[config.mk]
export PLATFORM = sky130hd
export DESIGN_NAME = id_ex_operand_stage
export DESIGN_NICKNAME = d
export VERILOG_FILES = /design/src/rtl/id_ex_operand_stage.sv
export SDC_FILE = /design/constraint.sdc
export NUM_CORES = 1
export LEC_CHECK = 0
export ABC_CLOCK_PERIOD_IN_PS = 2600
export CAP_MARGIN = 40
export CELL_PAD_IN_SITES_DETAIL_PLACEMENT = 1
export CELL_PAD_IN_SITES_GLOBAL_PLACEMENT = 2
export CORE_MARGIN = 4
export CORE_UTILIZATION = 24
export DETAILED_ROUTE_END_ITERATION = 8
export HOLD_SLACK_MARGIN = 0.05
export PLACE_DENSITY = 0.84
export SYNTH_ARGS = -nofsm -noshare
export SYNTH_HDL_FRONTEND = slang
export SYNTH_SLANG_ARGS = --single-unit
[constraint.sdc]
create_clock -name clk -period 2.6 [get_ports clk]
set_input_delay 0.39 -clock clk [delete_from_list [all_inputs] [get_ports clk]]
set_output_delay 0.39 -clock clk [all_outputs]
set_load 0.1 [all_outputs]
[src/rtl/id_ex_operand_stage.sv]
// rtl/id_ex_operand_stage.sv - ID/EX register with forward muxing, load-use bubble FSM and bubble counter
module id_ex_operand_stage #(
  parameter int DATA_W = 10,
  parameter int REG_AW = 3,
  parameter int OP_W   = 4,
  parameter int CNT_W  = 8
) (
  input  logic              clk,
  input  logic              reset,
  input  logic              id_valid,
  input  logic [OP_W-1:0]   id_opcode,
  input  logic [REG_AW-1:0] id_dest_reg,
  input  logic [REG_AW-1:0] id_src_reg,
  input  logic [DATA_W-1:0] id_dest_val,
  input  logic [DATA_W-1:0] id_src_val,
  input  logic              id_wr,
  input  logic              id_mem_rd,
  input  logic              forwardA,
  input  logic              forwardB,
  input  logic [DATA_W-1:0] fwd_value,
  input  logic              flush,
  input  logic              hold,
  output logic              stall_id,
  output logic              ex_valid,
  output logic [OP_W-1:0]   ex_opcode,
  output logic [REG_AW-1:0] ex_dest_reg,
  output logic [DATA_W-1:0] ex_opA,
  output logic [DATA_W-1:0] ex_opB,
  output logic              ex_wr,
  output logic              ex_mem_rd,
  output logic [CNT_W-1:0]  bubble_cnt
);

  typedef enum logic {ST_RUN, ST_LU_STALL} state_t;

  state_t            r_state;
  state_t            w_state_nxt;
  logic              r_valid;
  logic [OP_W-1:0]   r_opcode;
  logic [REG_AW-1:0] r_dest_reg;
  logic [DATA_W-1:0] r_opa;
  logic [DATA_W-1:0] r_opb;
  logic              r_wr;
  logic              r_mem_rd;
  logic [CNT_W-1:0]  r_bubble_cnt;

  logic [DATA_W-1:0] w_opa;
  logic [DATA_W-1:0] w_opb;
  logic              w_lu_hazard;
  logic              w_bubble;
  logic              w_cnt_sat;

  assign w_opa = forwardA ? fwd_value : id_dest_val;
  assign w_opb = forwardB ? fwd_value : id_src_val;

  assign w_lu_hazard = r_valid & r_mem_rd & id_valid &
                       ((r_dest_reg == id_dest_reg) | (r_dest_reg == id_src_reg));
  // Only RUN may insert a bubble, so a stalled slot is never bubbled twice.
  assign w_bubble  = (r_state == ST_RUN) & w_lu_hazard;
  assign w_cnt_sat = &r_bubble_cnt;

  always_comb begin
    w_state_nxt = r_state;
    stall_id    = 1'b0;
    if (!reset) begin
      stall_id = hold | (w_bubble & ~flush);
      if (flush)
        w_state_nxt = ST_RUN;
      else if (hold)
        w_state_nxt = r_state;
      else if (w_bubble)
        w_state_nxt = ST_LU_STALL;
      else
        w_state_nxt = ST_RUN;
    end
  end

  always_ff @(posedge clk) begin
    if (reset)
      r_state <= ST_RUN;
    else
      r_state <= w_state_nxt;
  end

  always_ff @(posedge clk) begin
    if (reset) begin
      r_valid      <= 1'b0;
      r_opcode     <= '0;
      r_dest_reg   <= '0;
      r_opa        <= '0;
      r_opb        <= '0;
      r_wr         <= 1'b0;
      r_mem_rd     <= 1'b0;
      r_bubble_cnt <= '0;
    end else if (flush) begin
      r_valid  <= 1'b0;
      r_wr     <= 1'b0;
      r_mem_rd <= 1'b0;
    end else if (hold) begin
      r_valid <= r_valid;
    end else if (w_bubble) begin
      r_valid    <= 1'b0;
      r_opcode   <= '0;
      r_dest_reg <= '0;
      r_opa      <= '0;
      r_opb      <= '0;
      r_wr       <= 1'b0;
      r_mem_rd   <= 1'b0;
      if (!w_cnt_sat)
        r_bubble_cnt <= r_bubble_cnt + 1'b1;
    end else begin
      r_valid    <= id_valid;
      r_opcode   <= id_opcode;
      r_dest_reg <= id_dest_reg;
      r_opa      <= w_opa;
      r_opb      <= w_opb;
      r_wr       <= id_wr & id_valid;
      r_mem_rd   <= id_mem_rd & id_valid;
    end
  end

  assign ex_valid    = r_valid;
  assign ex_opcode   = r_opcode;
  assign ex_dest_reg = r_dest_reg;
  assign ex_opA      = r_opa;
  assign ex_opB      = r_opb;
  assign ex_wr       = r_wr;
  assign ex_mem_rd   = r_mem_rd;
  assign bubble_cnt  = r_bubble_cnt;

endmodule

==> impl_metrics.tcl, run 1 <==
set metrics [dict create \
    status "finished, final reports clean" \
    crit_path_cell_trace "clkdlybuf4s50_1, nand4b_4, nor4_2, or2_2, a21oi_1, nor2_4, buf_12" \
    synth_fa_ha_area_share_pct 0.673 \
    diodes 0 \
    setup_viol 0 \
    area_delta_synth_final_pct 52.6 \
    grt_pass1_vias 1900 \
    grt.met2_usage_pct 23.3 \
    post-route-period-util_pct 94.3 \
    syn_area_per_cell_um2 8.57 \
    drt-total-wl_um 6200 \
    leakage_uw 0.00113 \
    tightest_slew_ps 556 \
    vias 1844 \
    ys_warn_count 0 \
    wl_per_cell_um 15.6 \
    synth-seq-cells 39 \
    worstPathMaxFanout 3 \
    synth_top_family_by_area "simple AND/OR/NAND/NOR gates" \
    met3_usage_pct 3.52 \
    drtAntennaViolNets 0 \
    yosysSeqAreaShare_pct 42.0 \
    start_kind "primary input" \
    postCtsSetupBuffers 0 \
    synth_nets 267 \
    ys_types 28 \
    dp_hpwl_um 4630 \
    finalMaxSlewViolations 0 \
    timing.clock.skew_ps 3.38 \
    crit_path_end_kind "output port" \
    die_h_um 96.0 \
    rsz0062_at_grt "no" \
    synth_area_leaders "dfxtp_1 42%, mux2_2 13%, a21oi_1 8.9%" \
    drv_cap 0 \
    cts_max_path_buffers 2 \
    path_class "primary input to output port" \
    rr_worst_depth 5 \
    busiest_layer "met2" \
    fill_cells 902 \
    slowest_delay_ps 520 \
    clk_latency_ps 280 \
    layout-drive-gt1-share_pct 28.4 \
    gr-total-overflow 0 \
    period_needed_ps 2450 \
    drc_errors 0 \
    cts_max_level 2 \
    viasPerCell 4.63 \
    rows 31 \
    ir_drop_mv 0.176 \
    coreArea_um2 7410 \
    hold_buffers 0 \
    gp_congestion 0.710 \
    cp.required_ps 2210 \
    yosysTopAreaCellShare_pct 42.0 \
    setup_tns_ps 0 \
    grt_antenna_before_repair 0 \
    path_clk_slew_ps 70 \
    grtUsageTotal_pct 13.8 \
    firstDrtPassIters 4 \
    groute.layer.met1.usage_pct 17.7 \
    post-route-util_pct 38.3 \
    multiInputGateArea_um2 1010 \
    cts_made_buffers 5 \
    ioPinCount 88 \
    power_uw 1440 \
    synth_compound_area_share_pct 12.6 \
    relSlewSlack_pct 62.9 \
    regArea_um2 786 \
    grt_pass1_wl_um 9780 \
    clockRootBuffer "clkbuf_8" \
    max_freq_mhz 408 \
    tritoncts "yes" \
    ctsResizeCount 0 \
    die-area_um2 9220 \
    crit_slowest_cell "clkdlybuf4s50_1" \
    hold_viol 0 \
    grt_max_degree 38 \
    synth_area_um2 1860 \
    nets 349 \
    syn_inst 217 \
    muxShareOfSynthArea_pct 13.8 \
    yosys.area.top_type "dfxtp_1" \
    drt_iter0_markers 50 \
    holdPathStages 2 \
    powerDensity_nw_per_um2 509 \
    hold_class "flop to flop" \
    synthSimpleGateAreaFrac_pct 23.4 \
    setup_ws_ps 148 \
    start_util_pct 25.1 \
    preCtsSetupSlack_ps 127 \
    dieWidth_um 96.0 \
    critPathArrivalTime_ps 2060 \
    port_buffers 87 \
    synth_xor_area_share_pct 3.30 \
    cts_sinks 39 \
]
-- placed cells by master, fill, tap and decap left out, types with 2 or more instances in the layout --
cell / instances
clkdlybuf4s50_1: 48
buf_4: 43
dfxtp_1: 35
a21oi_1: 33
nand3_1: 30
nand2_1: 30
mux2_2: 21
xor2_1: 7
clkbuf_8: 6
nor3_1: 5
o21ai_0: 5
nor2_1: 4
or3_1: 4
dfxtp_2: 4
inv_1: 2
nor4_2: 2
or2_2: 2
nor2_4: 2
mux2i_1: 2
nor2b_1: 2
a32oi_1: 2
-- cells in the mapped netlist --
library cell,count
nor2_4,1
a22oi_1,1
buf_6,1
nor2_1,6
o21ai_0,5
nand3_1,30
buf_1,5
o21bai_2,1
nor4_2,2
buf_2,1
or4_1,1
nand4_1,1
or2_2,2
xor2_1,7
inv_1,2
ha_1,1
nor2b_1,2
nand4b_4,1
o31ai_1,1
or3_1,4
clkbuf_1,10
mux2i_1,2
a21oi_1,33
nand2_1,30
a32oi_1,2
dfxtp_1,39
mux2_2,21
nor3_1,5
-- through the flow --
step	hold WS [ps]	area, um2	cells
detailed placement	447	2750	391
CTS	458	2840	398
floorplan	505	1870	217
global placement	444	2750	391
finish	456	2840	398
global route	472	2840	398
-- critical path, delay by kind of cell --
| family | cells | cell delay [ps] |
|---|---|---|
| and+or+nand+nor | 4 | 870 |
| buffers and inverters | 2 | 700 |
| AOI/OAI and AO/OA | 1 | 100 |
-- power by group --
group | internal (uW) | switching [uW] | leakage (uW)
clock | 208 | 211 | 0.0000470
combinational | 140 | 252 | 0.000765
sequential | 619 | 13.4 | 0.000319
total | 968 | 476 | 0.00113
-- layer usage --
layer,wire (um),vias up
met5,0,-
met4,42,0
met3,324,4
met2,3050,47
met1,2780,870
li1,-,923
-- kinds of logic after synthesis --
kind of cell	after synthesis
AND/OR/NAND/NOR	85
adder cells (fa/ha/maj)	1
multiplexers	23
buffers and inverters	19
flip-flops	39
AO/OA/AOI/OAI	43
XOR/XNOR	7
-- layout make-up --
type / count / area share (%)
Inverter: 2 / 0.265
Sequential cell: 39 / 27.7
Multi-Input combinational cell: 159 / 35.6
Tap cell: 99 / 4.37
Clock inverter: 1 / 0.176
Timing Repair Buffer: 92 / 29.0
Clock buffer: 6 / 2.91
-- final timing paths --
path	startpoint	endpoint	slack, ps
max	id_valid	stall_id	150
min	ex_opB[5]	ex_opB[5]	460
max reg2reg	ex_dest_reg[1]	bubble_cnt[5]	700
min reg2reg	ex_opB[5]	ex_opB[5]	460
Note: power is estimated with default switching activity, not from simulation.
==> inputs of run 2 (changes only) <==
PLACE_DENSITY = not set   (was 0.84)
PLACE_DENSITY_LB_ADDON = 0.3   (was not set)
==> run 2 against run 1 <==
  * Register-to-register slack hardly changed
  * Worst setup slack worse by 25 ps
  * Die area stayed put
  * Clock skew is 2.2 ps higher
  * Critical path type unchanged
  * Critical endpoint unchanged
  * Largest power group unchanged
==> impl_metrics.tcl, run 2 (same netlist as run 1, synthesis figures left out) <==
set metrics [dict create \
    final_common_cell "clkdlybuf4s50_1" \
    endpoint "stall_id" \
    layout-drive-gt1-share_pct 28.4 \
    clk_latency_ps 290 \
    cp.required_ps 2210 \
    rrSetupSlack_ps 710 \
    rsz0062_at_grt "no" \
    die-area_um2 9220 \
    wl_per_cell_um 15.2 \
    hold_viol 0 \
    grt.met2_usage_pct 22.0 \
    max_freq_mhz 404 \
    postCtsSetupBuffers 0 \
    leakage_uw 0.00113 \
    rows 31 \
    drc_errors 0 \
    crit_slowest_cell "clkdlybuf4s50_1" \
    clockRootBuffer "clkbuf_8" \
    switchingPower_uw 478 \
    cts_made_buffers 5 \
    ctsResizeCount 0 \
    drv_cap 0 \
    cts_max_path_buffers 2 \
    port_buffers 87 \
    vias 1806 \
    start_kind "primary input" \
    area_delta_synth_final_pct 53.0 \
    timing.rr.end "bubble_cnt[7]" \
    finalMaxSlewViolations 0 \
    regToRegStartpoint "r_state" \
    holdPathStages 2 \
    stdcell_count 398 \
    die_h_um 96.0 \
    grt_pass1_wl_um 9540 \
    path_depth 7 \
    met3_usage_pct 3.36 \
    coreArea_um2 7410 \
    critPathArrivalTime_ps 2090 \
    setup_tns_ps 0 \
    rr_worst_depth 5 \
    crit_path_end_kind "output port" \
    firstDrtPassIters 3 \
    gr-total-overflow 0 \
    seq_power_share_pct 42.8 \
    gp_congestion 0.755 \
    cts_sinks 39 \
    tritoncts "yes" \
    place_inst 390 \
    start_util_pct 25.1 \
    timing.clock.skew_ps 5.58 \
    tightest_slew_ps 558 \
    grt_pass1_vias 1819 \
    grt_max_degree 32 \
    drt-total-wl_um 6040 \
    p_comb_share_pct 26.3 \
    powerDensity_nw_per_um2 520 \
    ir_drop_mv 0.191 \
    grt_antenna_before_repair 0 \
    ioPinCount 88 \
    diodes 0 \
    path_class "primary input to output port" \
    slowest_delay_ps 520 \
    worstPathMaxFanout 3 \
    path_clk_slew_ps 80 \
    dieWidth_um 96.0 \
    cts_max_level 2 \
    p_int_uw 1000 \
    drt_iter0_markers 63 \
    critPathTopFamily "simple AND/OR/NAND/NOR gates" \
    drtAntennaViolNets 0 \
    mostFrequentLayoutCells "48 x clkdlybuf4s50_1, 42 x buf_4, 35 x dfxtp_1, 33 x a21oi_1" \
    nets 348 \
    grtUsageTotal_pct 13.5 \
    path_buf_inv 2 \
    groute.layer.met1.usage_pct 17.6 \
    viasPerCell 4.54 \
    hold_buffers 0 \
    crit_start "id_valid" \
    post-route-period-util_pct 95.3 \
    crit_path_cell_trace "clkdlybuf4s50_1, nand4b_4, nor4_2, or2_2, a21oi_1, nor2_4, buf_12" \
    relSlewSlack_pct 62.8 \
    clock_power_share_pct 30.9 \
    hold_class "flop to flop" \
    dp_hpwl_um 4420 \
    status "finished, final reports clean" \
    period_needed_ps 2480 \
    busiest_layer "met2" \
    setup_viol 0 \
    p_sw_share_pct 32.3 \
    fill_cells 879 \
]
-- run 2: cell types whose count changed in the layout (fill, tap and decap cells not counted) --
cell / previous run / this run
clkinv_2: 1 / 0
clkbuf_8: 6 / 7
buf_4: 43 / 42
clkinvlp_4: 0 / 1
-- run 2: power groups by stage --
stage | Combinational [uW] | Sequential (uW) | Clock, uW
floorplan | 98.7 | 800 | 0
global placement | 392 | 647 | 0
detailed placement | 392 | 647 | 0
CTS | 393 | 633 | 479
global route | 412 | 635 | 508
finish | 389 | 632 | 457
-- run 2: worst min-delay path by stage --
stage,from,to
2_1_floorplan,r_state,r_state
3_3_place_gp,ex_opcode[3],ex_opcode[3]
3_5_place_dp,ex_opcode[2],ex_opcode[2]
4_1_cts,ex_opcode[2],ex_opcode[2]
5_1_grt,ex_opB[9],ex_opB[9]
6_report,ex_opcode[2],ex_opcode[2]
-- run 2: final cells by class --
| cell class | instances | area, um2 | area share (%) |
|---|---|---|---|
| Tap cell | 99 | 124 | 4.35 |
| Clock inverter | 1 | 7.51 | 0.264 |
| Timing Repair Buffer | 91 | 816 | 28.7 |
| Sequential cell | 39 | 786 | 27.6 |
| Clock buffer | 7 | 96.3 | 3.39 |
| Inverter | 2 | 7.51 | 0.264 |
| Multi-Input combinational cell | 159 | 1010 | 35.4 |
-- run 2: routing by layer --
metal  vias up  wire, um
met1       836      2750
li1        923         -
met3         6       308
met2        41      2920
met5         -         0
met4         0        71
-- run 2: worst min-delay path, stage by stage (launching register included) --
cell and delay, ps:
dfxtp_1 310, nand2_1 50, a21oi_1 50
-- run 2: through the flow --
| stage | power [uW] | setup WS, ps | instance area (um2) | utilization (%) | hold WS, ps |
|---|---|---|---|---|---|
| global placement | 1040 | 146 | 2740 | 37.0 | 443 |
| floorplan | 899 | 61.6 | 1870 | - | 505 |
| global route | 1550 | 52.9 | 2850 | 38.4 | 480 |
| detailed placement | 1040 | 116 | 2740 | 37.0 | 450 |
| CTS | 1510 | 113 | 2850 | 38.4 | 462 |
| finish | 1480 | 123 | 2850 | 38.4 | 457 |
==> inputs of run 3 (changes only) <==
CTS_CLUSTER_SIZE = 20   (was not set)
==> results of run 3 <==
The final DEF is identical to that of run 2; final timing and power are the same.
